==> config.mk <==
export PLATFORM = sky130hd
export DESIGN_NAME = tx_msg_formatter
export DESIGN_NICKNAME = d
export VERILOG_FILES = /design/src/rtl/tx_msg_pkg.sv /design/src/rtl/bin2bcd_seq.sv /design/src/rtl/tx_msg_formatter.sv
export SDC_FILE = /design/constraint.sdc
export NUM_CORES = 1
export LEC_CHECK = 0
export ABC_AREA = 1
export CAP_MARGIN = 20
export CORE_ASPECT_RATIO = 1.2
export CORE_UTILIZATION = 30
export DETAILED_ROUTE_END_ITERATION = 6
export GPL_ROUTABILITY_DRIVEN = 0
export PLACE_DENSITY = 0.52
export SYNTH_ARGS = -nofsm -noshare
export SYNTH_HDL_FRONTEND = slang
export SYNTH_SLANG_ARGS = --single-unit
==> constraint.sdc <==
create_clock -name clk -period 4.1 [get_ports clk]
set_clock_uncertainty 0.1 [all_clocks]
set_input_delay 1.025 -clock clk [delete_from_list [all_inputs] [get_ports clk]]
set_output_delay 1.025 -clock clk [all_outputs]
set_load 0.01 [all_outputs]
==> src/rtl/tx_msg_pkg.sv <==
// Shared definitions for the UART status-message formatter.
// Contents:
//   - mode codes carried on i_mode
//   - ASCII constants and the fixed text fragments of the line
//   - state_name_char(): one character of the state name selected by a mode code.
//     It returns 8'h00 past the end of the name so that the caller can apply its own
//     pad character.
//   - FSM state type of the formatter
package tx_msg_pkg;

  localparam logic [1:0] MODE_NONE = 2'd0;
  localparam logic [1:0] MODE_RATE = 2'd1;
  localparam logic [1:0] MODE_INIT = 2'd2;
  localparam logic [1:0] MODE_NORM = 2'd3;

  localparam logic [7:0] SPACE   = 8'h20;
  localparam logic [7:0] COLON   = 8'h3A;
  localparam logic [7:0] LF      = 8'h0A;
  localparam logic [7:0] DIGIT_0 = 8'h30;

  localparam int unsigned PREFIX_LEN = 14;
  localparam logic [8*PREFIX_LEN-1:0] PREFIX_STR = "current state:";

  localparam int unsigned LABEL_LEN = 7;
  localparam logic [8*LABEL_LEN-1:0] LABEL_STR = {SPACE, SPACE, "rate", COLON};

  localparam int unsigned NAME_MAX = 12;
  localparam logic [8*NAME_MAX-1:0] NAME_RATE = "rate control";
  localparam logic [8*NAME_MAX-1:0] NAME_INIT = {40'h0, "initial"};
  localparam logic [8*NAME_MAX-1:0] NAME_NORM = {48'h0, "normal"};

  typedef enum logic [1:0] {
    StIdle,
    StConv,
    StEmit
  } fmt_state_e;

  // Character 'pos' (0 = leftmost) of the name for 'mode'; 8'h00 beyond its end.
  function automatic logic [7:0] state_name_char(input logic [1:0] mode, input int unsigned pos);
    logic [8*NAME_MAX-1:0] name;
    int unsigned           len;
    logic [7:0]            c;
    name = '0;
    len  = 0;
    c    = 8'h00;
    case (mode)
      MODE_RATE: begin name = NAME_RATE; len = 12; end
      MODE_INIT: begin name = NAME_INIT; len = 7;  end
      MODE_NORM: begin name = NAME_NORM; len = 6;  end
      default:   begin name = '0;        len = 0;  end
    endcase
    // Names are right-aligned in 'name', so char pos sits at byte len-1-pos.
    if (pos < len) c = name[8*(len-1-pos) +: 8];
    return c;
  endfunction

endpackage

==> src/rtl/bin2bcd_seq.sv <==
// Sequential double-dabble binary-to-BCD converter.
// Ports:
//   clk, reset : clock, synchronous active-high reset
//   start      : load 'bin' and begin; a start while running restarts the conversion
//   bin        : binary input, sampled on the start cycle
//   done       : one-cycle pulse, RATE_W cycles after the start edge
//   bcd        : packed BCD result, most significant digit in the top nibble; held until
//                the next start
module bin2bcd_seq #(
  parameter int unsigned RATE_W      = 8,
  parameter int unsigned RATE_DIGITS = 3
) (
  input  logic                     clk,
  input  logic                     reset,
  input  logic                     start,
  input  logic [RATE_W-1:0]        bin,
  output logic                     done,
  output logic [4*RATE_DIGITS-1:0] bcd
);

  localparam int unsigned CntW = $clog2(RATE_W + 1);

  logic [RATE_W-1:0]        bin_q, bin_d;
  logic [4*RATE_DIGITS-1:0] bcd_q, bcd_d;
  logic [CntW-1:0]          cnt_q, cnt_d;
  logic                     busy_q, busy_d;
  logic                     done_q, done_d;
  logic [4*RATE_DIGITS-1:0] adj;

  always_comb begin
    bin_d  = bin_q;
    bcd_d  = bcd_q;
    cnt_d  = cnt_q;
    busy_d = busy_q;
    done_d = 1'b0;
    adj    = bcd_q;
    if (start) begin
      bin_d  = bin;
      bcd_d  = '0;
      cnt_d  = CntW'(RATE_W);
      busy_d = 1'b1;
    end else if (busy_q) begin
      // Add 3 to any digit >= 5 so that the following shift carries correctly.
      for (int unsigned d = 0; d < RATE_DIGITS; d++) begin
        if (adj[4*d +: 4] >= 4'd5) adj[4*d +: 4] = adj[4*d +: 4] + 4'd3;
      end
      {bcd_d, bin_d} = {adj, bin_q} << 1;
      cnt_d = cnt_q - CntW'(1);
      if (cnt_q == CntW'(1)) begin
        busy_d = 1'b0;
        done_d = 1'b1;
      end
    end
  end

  always_ff @(posedge clk) begin
    if (reset) begin
      bin_q  <= '0;
      bcd_q  <= '0;
      cnt_q  <= '0;
      busy_q <= 1'b0;
      done_q <= 1'b0;
    end else begin
      bin_q  <= bin_d;
      bcd_q  <= bcd_d;
      cnt_q  <= cnt_d;
      busy_q <= busy_d;
      done_q <= done_d;
    end
  end

  assign done = done_q;
  assign bcd  = bcd_q;

endmodule

==> src/rtl/tx_msg_formatter.sv <==
// UART status-message generator.
// On an accepted request emits "current state:<FIELD>  rate:<DDD><LINE_TERM>" one byte at a
// time over a valid/ready handshake.
// Ports:
//   clk, reset  : clock, synchronous active-high reset
//   i_send      : request one line (only honoured in IDLE with a non-zero mode)
//   i_mode      : state-name selector (0 none, 1 rate control, 2 initial, 3 normal)
//   i_rate      : binary rate value, printed as right-aligned decimal
//   o_tx_data   : registered ASCII byte (8'hFF when no byte is offered)
//   o_tx_valid  : o_tx_data is offered
//   i_tx_ready  : UART takes the byte this cycle
//   o_busy      : a line is in progress
//   o_done      : one-cycle pulse after the line terminator is taken
module tx_msg_formatter
  import tx_msg_pkg::*;
#(
  parameter int unsigned RATE_W      = 8,
  parameter int unsigned RATE_DIGITS = 3,
  parameter int unsigned FIELD_W     = 12,
  parameter logic [7:0]  LINE_TERM   = 8'h0A,
  parameter logic [7:0]  PAD_CHAR    = 8'h20
) (
  input  logic              clk,
  input  logic              reset,
  input  logic              i_send,
  input  logic [1:0]        i_mode,
  input  logic [RATE_W-1:0] i_rate,
  output logic [7:0]        o_tx_data,
  output logic              o_tx_valid,
  input  logic              i_tx_ready,
  output logic              o_busy,
  output logic              o_done
);

  localparam int unsigned FieldOff = PREFIX_LEN;
  localparam int unsigned LabelOff = FieldOff + FIELD_W;
  localparam int unsigned DigOff   = LabelOff + LABEL_LEN;
  localparam int unsigned TermIdx  = DigOff + RATE_DIGITS;
  localparam int unsigned Len      = TermIdx + 1;
  localparam int unsigned IdxW     = $clog2(Len);

  if ((10 ** RATE_DIGITS) <= (2 ** RATE_W) - 1) begin : g_bad_digits
    $error("RATE_DIGITS too small to hold the largest RATE_W-bit value");
  end

  fmt_state_e               state_q, state_d;
  logic [IdxW-1:0]          idx_q, idx_d;
  logic [1:0]               mode_q, mode_d;
  logic [7:0]               data_q, data_d;
  logic                     valid_q, valid_d;
  logic                     busy_q, busy_d;
  logic                     done_q, done_d;

  logic                     conv_start;
  logic                     conv_done;
  logic [4*RATE_DIGITS-1:0] conv_bcd;

  // Byte 'i' of the line for the latched mode and converted rate.
  function automatic logic [7:0] line_byte(input int unsigned              i,
                                           input logic [1:0]               mode,
                                           input logic [4*RATE_DIGITS-1:0] bcd);
    logic [7:0] c;
    logic [3:0] dig;
    logic       lead;
    c    = LINE_TERM;
    lead = 1'b1;
    dig  = 4'd0;
    if (i < FieldOff) begin
      c = PREFIX_STR[8*(PREFIX_LEN-1-i) +: 8];
    end else if (i < LabelOff) begin
      c = state_name_char(mode, i - FieldOff);
      if (c == 8'h00) c = PAD_CHAR;
    end else if (i < DigOff) begin
      c = LABEL_STR[8*(LABEL_LEN-1-(i-LabelOff)) +: 8];
    end else if (i < TermIdx) begin
      c = PAD_CHAR;
      // 'lead' stays set while every digit so far is zero; the last digit always prints.
      for (int unsigned d = 0; d < RATE_DIGITS; d++) begin
        dig = bcd[4*(RATE_DIGITS-1-d) +: 4];
        if (dig != 4'd0 || d == RATE_DIGITS - 1) lead = 1'b0;
        if (d == i - DigOff) c = lead ? PAD_CHAR : DIGIT_0 + {4'h0, dig};
      end
    end
    return c;
  endfunction

  assign conv_start = (state_q == StIdle) && i_send && (i_mode != MODE_NONE);

  bin2bcd_seq #(
    .RATE_W     (RATE_W),
    .RATE_DIGITS(RATE_DIGITS)
  ) u_bin2bcd (
    .clk  (clk),
    .reset(reset),
    .start(conv_start),
    .bin  (i_rate),
    .done (conv_done),
    .bcd  (conv_bcd)
  );

  always_comb begin
    state_d = state_q;
    idx_d   = idx_q;
    mode_d  = mode_q;
    data_d  = data_q;
    valid_d = valid_q;
    busy_d  = busy_q;
    done_d  = 1'b0;
    case (state_q)
      StIdle: begin
        if (conv_start) begin
          state_d = StConv;
          mode_d  = i_mode;
          busy_d  = 1'b1;
        end
      end
      StConv: begin
        if (conv_done) begin
          state_d = StEmit;
          idx_d   = '0;
          valid_d = 1'b1;
          data_d  = line_byte(0, mode_q, conv_bcd);
        end
      end
      StEmit: begin
        if (valid_q && i_tx_ready) begin
          if (32'(idx_q) == Len - 1) begin
            state_d = StIdle;
            idx_d   = '0;
            valid_d = 1'b0;
            data_d  = 8'hFF;
            busy_d  = 1'b0;
            done_d  = 1'b1;
          end else begin
            idx_d  = idx_q + IdxW'(1);
            data_d = line_byte(32'(idx_q) + 1, mode_q, conv_bcd);
          end
        end
      end
      default: state_d = StIdle;
    endcase
  end

  always_ff @(posedge clk) begin
    if (reset) begin
      state_q <= StIdle;
      idx_q   <= '0;
      mode_q  <= MODE_NONE;
      data_q  <= 8'hFF;
      valid_q <= 1'b0;
      busy_q  <= 1'b0;
      done_q  <= 1'b0;
    end else begin
      state_q <= state_d;
      idx_q   <= idx_d;
      mode_q  <= mode_d;
      data_q  <= data_d;
      valid_q <= valid_d;
      busy_q  <= busy_d;
      done_q  <= done_d;
    end
  end

  assign o_tx_data  = data_q;
  assign o_tx_valid = valid_q;
  assign o_busy     = busy_q;
  assign o_done     = done_q;

endmodule

==> flow_summary.yaml, run 1 <==
yosys:
  synth_top_area_cell: "dfxtp_1"
  post-synth-top-area-fraction_pct: 24.1
  synthCells: 612
  ys_async_sr_fraction_pct: 0
  synthesis.area_sq_um: 3900
  yosys-top-cells-area: "dfxtp_1 (24%), nand2_1 (14%), ha_1 (9.0%)"
  syn-num-nets: 655
  ys_ff_latch: 47
  yosys_warnings: 0
  synth.distinct_cells: 45
  ys.flop_type: "dfxtp_1"
  synth_edf_count: 0
  seq_area_frac_synth_pct: 24.1
  syn_area_per_cell_sq_um: 6.37
detailed_routing:
  post_drt_wl_per_cell_microns: 13.0
  vias: 3987
  drcViolationCount: 0
  routed_via_density: 4.94
  dr.pass1.iters: 5
  first_iter_violations: 192
  drt_wl_total_microns: 10500
  ant_nets: 0
global_routing:
  overflow: 0
  grt_pass1_vias: 3707
  grt_usage_pct: 16.0
  antenna_found_initial: 0
  grt_max_degree: 26
  grt_pass1_wl_microns: 17500
floorplan:
  dieArea_sq_um: 13500
  fp-row-count: 45
  fp.dieW_microns: 106
  die_h_microns: 127
  start_util_pct: 30.8
  core_area_sq_um: 12700
  ios: 25
placed_design:
  post_dp_cell_area_sq_um: 4360
  hpwl_microns: 8130
  io_buffers: 24
worst_setup_path:
  cpPeakStageDelay_ns: 0.41
  r2r_slack_ns: 0.46
  critPathArrivalTime_ns: 3.73
  crit_required_ns: 4.19
  start_kind: "register"
  r2r-end: "o_tx_data[5]$_SDFFE_PP1P_"
  crit_slowest_cell: "dfxtp_2"
  criticalPathCategory: "register to register"
  cpMostUsedCell: "nand2_1"
  r2r_start: "idx_q[1]$_SDFFE_PP0P_"
  crit_path_end_kind: "register"
  r2r_cells: 26
  crit_start: "idx_q[1]$_SDFFE_PP0P_"
  crit_fanout: 12
worst_hold_path:
  hp-start: "o_tx_data[7]$_SDFFE_PP1P_"
  hold_path_class: "register to register"
  worstHoldPathCells: 2
  hold_end: "o_tx_data[7]$_SDFFE_PP1P_"
clock_network:
  insertion_delay_ns: 0.29
  cts.sinks: 47
  h-tree-depth: 2
  cts.path.max_buffers: 2
  cts_buffers: 5
  cts_tree: "built"
  holdBufCountCts: 0
  cts.reportedPaths.clkPinSlew_ns: 0.07
  cts_root_buf: "clkbuf_16"
power:
  power_density_nw_per_um2: 266
  p_leak_uw: 0.00209
  ir_drop_v: 0.000217
finish:
  nNetsFinal: 685
  drive_gt1_share_pct: 9.33
  final_area_sq_um: 4550
  mostFrequentLayoutCell: "nand2_1"
  nFillCells: 1403
  area_growth_pct: 16.7
  final_cell_mix: "nand2_1 (143), inv_1 (87), nand3_1 (62)"
  antenna_cells: 0
timing:
  tightest_slew_ns: 0.859
  final.setup.tns_ns: 0
  max_clock_freq_ghz: 0.275
  setup_viol: 0
  slew_headroom_pct: 42.7
  rsz0062_at_grt: "no"
  hold_viol_final: 0
  period_needed_ns: 3.64
  fin_crit_sh_pct: 88.7
  slew_violations: 0
run_status:
  outcome: "complete, no violations"
job:
  drv_cap: 0
-- per-stage QoR --
step                      total power, uW  utilization [%]  setup WS (ns)  std cells  hold slack [ns]
after floorplan                       665                -          0.424        612            0.352
after global routing                 1280             35.9         0.0317        807            0.388
after detailed placement              735             34.4          0.302        798            0.347
final                                1210             35.9          0.464        807            0.353
after CTS                            1220             35.7          0.275        806            0.359
after global placement                734             34.4          0.443        798            0.345
-- worst max-delay path by stage --
| stage | endpoint | slack (ns) | cells past startpoint |
|---|---|---|---|
| finish | o_tx_data[5]$_SDFFE_PP1P_ | 0.46 | 26 |
| global placement | o_tx_data[5]$_SDFFE_PP1P_ | 0.44 | 26 |
| detailed placement | o_tx_data[5]$_SDFFE_PP1P_ | 0.30 | 26 |
| CTS | o_tx_data[5]$_SDFFE_PP1P_ | 0.27 | 26 |
| floorplan | o_tx_data[5]$_SDFFE_PP1P_ | 0.42 | 25 |
| global route | o_tx_data[5]$_SDFFE_PP1P_ | 0.03 | 26 |
-- worst max-delay path: cells and delay by family, from the launching register on --
kind | cells | cell delay, ns
buf+inv | 3 | 0.29
simple gates | 18 | 1.56
flops | 1 | 0.41
compound gates | 2 | 0.30
fa+ha+maj | 3 | 0.88
-- flip-flops by register name (all words and copies together), names as in the netlist, 2 cells and up --
name,cells
o_tx_data,8
u_bin2bcd.bin_q,8
state_q,2
u_bin2bcd.bcd,12
idx_q,6
mode_q,2
u_bin2bcd.cnt_q,4
-- synthesized netlist by cell type, types with 2 or more instances --
master    count
xnor2_1       5
inv_1        87
nand4_1      14
o31ai_1       2
dfxtp_1      47
nand3b_1      3
o211ai_1      5
nand2_2       9
buf_6         4
a31oi_1      14
nor2_2        2
o21ai_1       3
ha_1         28
inv_2         5
o21ai_2       3
clkbuf_1     10
a22oi_1       2
xor2_1        6
nand4_2       2
or2_2         5
nand2_1     143
nand2_4       3
nor2_1       52
nand3_1      62
o21ai_0      31
nor3_1        5
a21oi_1      41
nand3_2       2
-- routing by layer --
layer	GRT usage (%)	vias up	wire, microns
met5	0	-	0
met4	5.47	0	142
met3	2.00	14	280
met2	29.1	70	5190
met1	19.1	1828	4880
li1	-	2075	-
-- where the power goes --
group          leakage (uW)  switching, uW  internal, uW
clock             0.0000844            192           291
combinational       0.00162            142          88.6
sequential         0.000383           21.5           477
total               0.00209            355           857
-- timing repair --
action                     4_1_cts  5_1_grt
hold endpoints to repair         0        0
buffers inserted                 0        1
gates resized for setup          0        3
setup endpoints to repair        0        4
-- cells by family after synthesis --
group,after synthesis,synth area share (%)
adder cells (fa/ha/maj),29,9.50
flip-flops,47,24.1
XOR/XNOR,11,2.47
AND/OR/NAND/NOR,306,36.2
AO/OA/AOI/OAI,111,16.5
buffers and inverters,108,11.2
-- cell type report --
class                      count  area [sq um]  share of cell area [%]
timing repair buffer          38           345                    7.58
multi-input combinational    457          2530                    55.7
sequential                    47           942                    20.7
clock buffer                   5           125                    2.75
clock inverter                 3          47.5                    1.04
tap                          164           205                    4.51
inverter                      93           353                    7.75
No activity file was read; power rests on OpenSTA's default activity.
==> run 2: changes to the inputs <==
- CORE_UTILIZATION: 30 -> 40
- PLACE_DENSITY: 0.52 -> 0.64
==> run 2 against run 1 <==
Compared with the run above: core utilization grew 11 points; final area shrank 1.5%; first-iteration DRC count grew 7.8%; sequential power is essentially flat; register-to-register slack lost 0.06 ns; critical path depth is the same; power shrank 0.55%.
==> flow_summary.yaml, run 2 (synthesis results as in run 1) <==
power:
  p_int_uw: 855
  p_sw_uw: 350
  seqPwrFrac_pct: 41.3
  p_comb_share_pct: 19.3
  clkPwrFrac_pct: 39.4
  p_leak_uw: 0.00207
  power_density_nw_per_um2: 269
  switching_share_pct: 29.0
  ir_drop_v: 0.000290
worst_setup_path:
  crit_fanout: 12
  r2r_slack_ns: 0.41
  start_kind: "register"
  r2r-end: "o_tx_data[5]$_SDFFE_PP1P_"
  r2r_start: "idx_q[0]$_SDFFE_PP0P_"
  crit_path_end_kind: "register"
  crit_required_ns: 4.19
  critPathArrivalTime_ns: 3.78
  criticalPathCategory: "register to register"
  r2r_cells: 26
clock_network:
  cts_resized: 0
  holdBufCountCts: 0
  cts_root_buf: "clkbuf_16"
  cts.path.max_buffers: 2
  cts.sinks: 47
  h-tree-depth: 2
  cts_buffers: 5
  cts_tree: "built"
  cts.reportedPaths.clkPinSlew_ns: 0.07
  cts_setup_buffers: 0
  insertion_delay_ns: 0.29
detailed_routing:
  first_iter_violations: 207
  post_drt_wl_per_cell_microns: 13.0
  drcViolationCount: 0
  drt_wl_total_microns: 9950
  dr.pass1.iters: 5
  vias: 3973
  routed_via_density: 5.21
  ant_nets: 0
worst_hold_path:
  hp-start: "o_tx_data[7]$_SDFFE_PP1P_"
  hold_path_class: "register to register"
  worstHoldPathCells: 2
  hold_end: "o_tx_data[7]$_SDFFE_PP1P_"
finish:
  finalNonFillerCells: 763
  area_growth_pct: 15.0
  final_cell_mix: "nand2_1 (143), inv_1 (87), nand3_1 (62)"
  largest_register_ffs: 12
  antenna_cells: 0
  mostFrequentLayoutCell: "nand2_1"
  nNetsFinal: 682
  drive_gt1_share_pct: 8.75
placed_design:
  io_buffers: 24
  dp.cells: 755
  hpwl_microns: 7670
timing:
  slew_violations: 0
  max_clock_freq_ghz: 0.271
  period_needed_ns: 3.69
  rsz0062_at_grt: "no"
  fin_crit_sh_pct: 90.1
  final.setup.tns_ns: 0
  slew_headroom_pct: 44.4
  setup_viol: 0
  hold_viol_final: 0
  fin_hold_ws_ns: 0.350
  tightest_slew_ns: 0.832
global_routing:
  grt_max_degree: 26
  antenna_found_initial: 0
  overflow: 0
  grt_pass1_vias: 3737
  grt_usage_pct: 20.0
  grt_pass1_wl_microns: 16600
floorplan:
  core_area_sq_um: 9520
  fp-row-count: 39
  ios: 25
  die_h_microns: 110
  fp.dieW_microns: 92.1
  start_util_pct: 41.0
  dieArea_sq_um: 10200
job:
  drv_cap: 0
run_status:
  outcome: "complete, no violations"
run 2: cell count changes in the layout (fill, tap and decap cells not counted), sizes merged:
cell  before  now
buf       14   11
run 2: final cells by class:
type,instances,area [sq um]
Sequential cell,47,942
Clock inverter,3,46.3
Fill cell,996,5030
Clock buffer,5,125
Multi-Input combinational cell,457,2540
Timing Repair Buffer,35,323
Inverter,93,349
Tap cell,123,154
run 2: worst max-delay path by stage:
stage	from	end	slack, ns	cells after the start
floorplan	idx_q[0]$_SDFFE_PP0P_	o_tx_data[5]$_SDFFE_PP1P_	0.42	25
global placement	idx_q[1]$_SDFFE_PP0P_	o_tx_data[5]$_SDFFE_PP1P_	0.47	26
detailed placement	idx_q[1]$_SDFFE_PP0P_	o_tx_data[5]$_SDFFE_PP1P_	0.30	26
CTS	idx_q[1]$_SDFFE_PP0P_	o_tx_data[5]$_SDFFE_PP1P_	0.27	26
global route	idx_q[0]$_SDFFE_PP0P_	o_tx_data[5]$_SDFFE_PP1P_	0.03	26
finish	idx_q[0]$_SDFFE_PP0P_	o_tx_data[5]$_SDFFE_PP1P_	0.41	26
run 2: power by group through the flow:
stage	registers, uW	clock network [uW]	logic [uW]
after floorplan	500	0	166
after global placement	508	0	221
after detailed placement	509	0	226
after CTS	498	485	227
after global routing	502	501	262
final	498	474	232
run 2: per-stage QoR:
step                      power [uW]  util, %  setup WS (ns)  area (sq um)
after floorplan                  665        -          0.424          3900
after global placement           729     45.1          0.472          4290
after detailed placement         735     45.1          0.297          4290
after CTS                       1210     46.9          0.269          4460
after global routing            1260     47.1         0.0284          4480
final                           1200     47.1          0.407          4480
run 2: routing by layer:
metal  vias up  track usage, %  routed length (microns)
met2       106            36.2                     4840
met1      1770            24.1                     4460
li1       2073               -                        -
met4         0            8.04                      276
met3        24            2.54                      369
met5         -               0                        0
run 2: worst max-delay path, stage by stage (launching register included):
cell	delay, ns
dfxtp_1	0.41
ha_1	0.24
nand2_4	0.09
nand2_2	0.12
inv_1	0.07
ha_1	0.29
clkinv_1	0.21
ha_4	0.37
nand3_1	0.07
nand3_1	0.11
nand2_1	0.06
nand2_1	0.07
nand3_2	0.11
inv_2	0.09
nand2_4	0.09
nand3_1	0.15
o21ai_0	0.16
nand2_1	0.11
nand2_1	0.05
nand2_1	0.13
nand2_1	0.06
a31oi_1	0.17
nand2_1	0.07
nand2_1	0.05
nand2_1	0.05
nand2_1	0.05
nand2_1	0.04
==> run 3: changes to the inputs <==
- clock period: 4.1 -> 4.5 ns (I/O delays scaled with it)
==> run 3 against run 2 <==
Compared with the run above: global-route usage increased by 0.38 points; core utilization is 0.54 points lower; final cell count down 0.52%; power fell by 9.4%; via count up 1.6%; combinational power down 13%; fmax fell by 8.8%; clock-buffer cell count stayed put; critical path depth is the same; final area is 1.1% lower; largest power group unchanged.
==> flow_summary.yaml, run 3 (synthesis results as in run 1) <==
timing:
  hold_viol_final: 0
  slew_violations: 0
  setup_viol: 0
  max_clock_freq_ghz: 0.247
  final.setup.tns_ns: 0
  rsz0062_at_grt: "no"
  period_needed_ns: 4.05
  fin_crit_sh_pct: 89.9
  slew_headroom_pct: 43.4
  tightest_slew_ns: 0.848
clock_network:
  cts.sinks: 47
  insertion_delay_ns: 0.29
  cts_setup_buffers: 0
  cts_resized: 0
  cts.reportedPaths.clkPinSlew_ns: 0.07
  cts_tree: "built"
  cts_buffers: 5
  h-tree-depth: 2
  cts.path.max_buffers: 2
  holdBufCountCts: 0
  cts_root_buf: "clkbuf_16"
worst_setup_path:
  cpPeakStageDelay_ns: 0.48
  start_kind: "register"
  crit_slowest_cell: "dfxtp_1"
  cpMostUsedCell: "nand2_1"
  crit_required_ns: 4.59
  crit_fanout: 12
  criticalPathCategory: "register to register"
  critPathArrivalTime_ns: 4.13
  crit_path_end_kind: "register"
floorplan:
  fp-row-count: 39
  fp.dieW_microns: 92.1
  ios: 25
  core_area_sq_um: 9520
  die_h_microns: 110
  dieArea_sq_um: 10200
  start_util_pct: 41.0
finish:
  mostFrequentLayoutCell: "nand2_1"
  final_cell_mix: "nand2_1 (143), inv_1 (87), nand3_1 (62)"
  nFillCells: 1004
  nNetsFinal: 678
  largest_register_ffs: 12
  antenna_cells: 0
  drive_gt1_share_pct: 8.02
  area_growth_pct: 13.7
global_routing:
  grt_max_degree: 26
  grt_pass1_wl_microns: 17000
  grt_usage_pct: 20.4
  grt_pass1_vias: 3757
  overflow: 0
  antenna_found_initial: 0
detailed_routing:
  ant_nets: 0
  routed_via_density: 5.32
  post_drt_wl_per_cell_microns: 13.2
  vias: 4037
  dr.pass1.iters: 5
  first_iter_violations: 185
  drcViolationCount: 0
  drt_wl_total_microns: 10000
placed_design:
  io_buffers: 24
  hpwl_microns: 7810
job:
  drv_cap: 0
power:
  power_density_nw_per_um2: 246
  p_leak_uw: 0.00205
  ir_drop_v: 0.000174
  totalPowerFinal_uw: 1090
run_status:
  outcome: "complete, no violations"
worst_hold_path:
  hold_path_class: "register to register"
==> run 3: power breakdown <==
part / total, uW / internal, uW / switching [uW]
sequential: 454 / 435 / 19.6
combinational: 203 / 76.5 / 126
clock: 435 / 265 / 170
total: 1090 / 776 / 316
==> run 3: path summary, 6_finish.rpt <==
kind                                           startpoint                         to  slack, ns  cells after the start
worst max-delay path                idx_q[1]$_SDFFE_PP0P_  o_tx_data[5]$_SDFFE_PP1P_       0.45                     26
worst min-delay path            o_tx_data[7]$_SDFFE_PP1P_  o_tx_data[7]$_SDFFE_PP1P_       0.36                      2
worst max register to register      idx_q[1]$_SDFFE_PP0P_  o_tx_data[5]$_SDFFE_PP1P_       0.45                     26
worst min register to register  o_tx_data[7]$_SDFFE_PP1P_  o_tx_data[7]$_SDFFE_PP1P_       0.36                      2
==> run 3: area by class of cell <==
class / count / area [sq um] / area share [%]
Multi-Input combinational cell: 457 / 2520 / 56.9
Sequential cell: 47 / 942 / 21.3
Inverter: 93 / 349 / 7.87
Timing Repair Buffer: 31 / 293 / 6.60
Tap cell: 123 / 154 / 3.47
Clock buffer: 5 / 125 / 2.82
Clock inverter: 3 / 47.5 / 1.07
==> run 3: layer usage <==
metal	vias up	track usage (%)	share of wire, %	wire length [microns]
met3	27	2.54	4.0	399
met1	1849	24.1	44	4390
met2	105	37.6	50	4950
met5	-	0	0	0
met4	0	8.15	2.6	263
li1	2056	-	-	-
==> run 3: worst max-delay path, delay by kind of cell, from the launching register on <==
kind | cells | cell delay, ns
compound gates | 2 | 0.29
fa+ha+maj | 3 | 1.10
buf+inv | 3 | 0.39
flops | 1 | 0.48
simple gates | 18 | 1.56
==> run 3: metrics by stage <==
step                util, %  std cells  setup WS, ns  hold slack [ns]  instance area (sq um)
floorplan                 -        612         0.824            0.352                   3900
global placement       44.8        751         0.621            0.343                   4260
detailed placement     44.8        751         0.473            0.356                   4260
CTS                    46.6        759         0.466            0.368                   4430
global route           46.6        759        0.0243            0.385                   4430
finish                 46.6        759         0.453            0.359                   4430
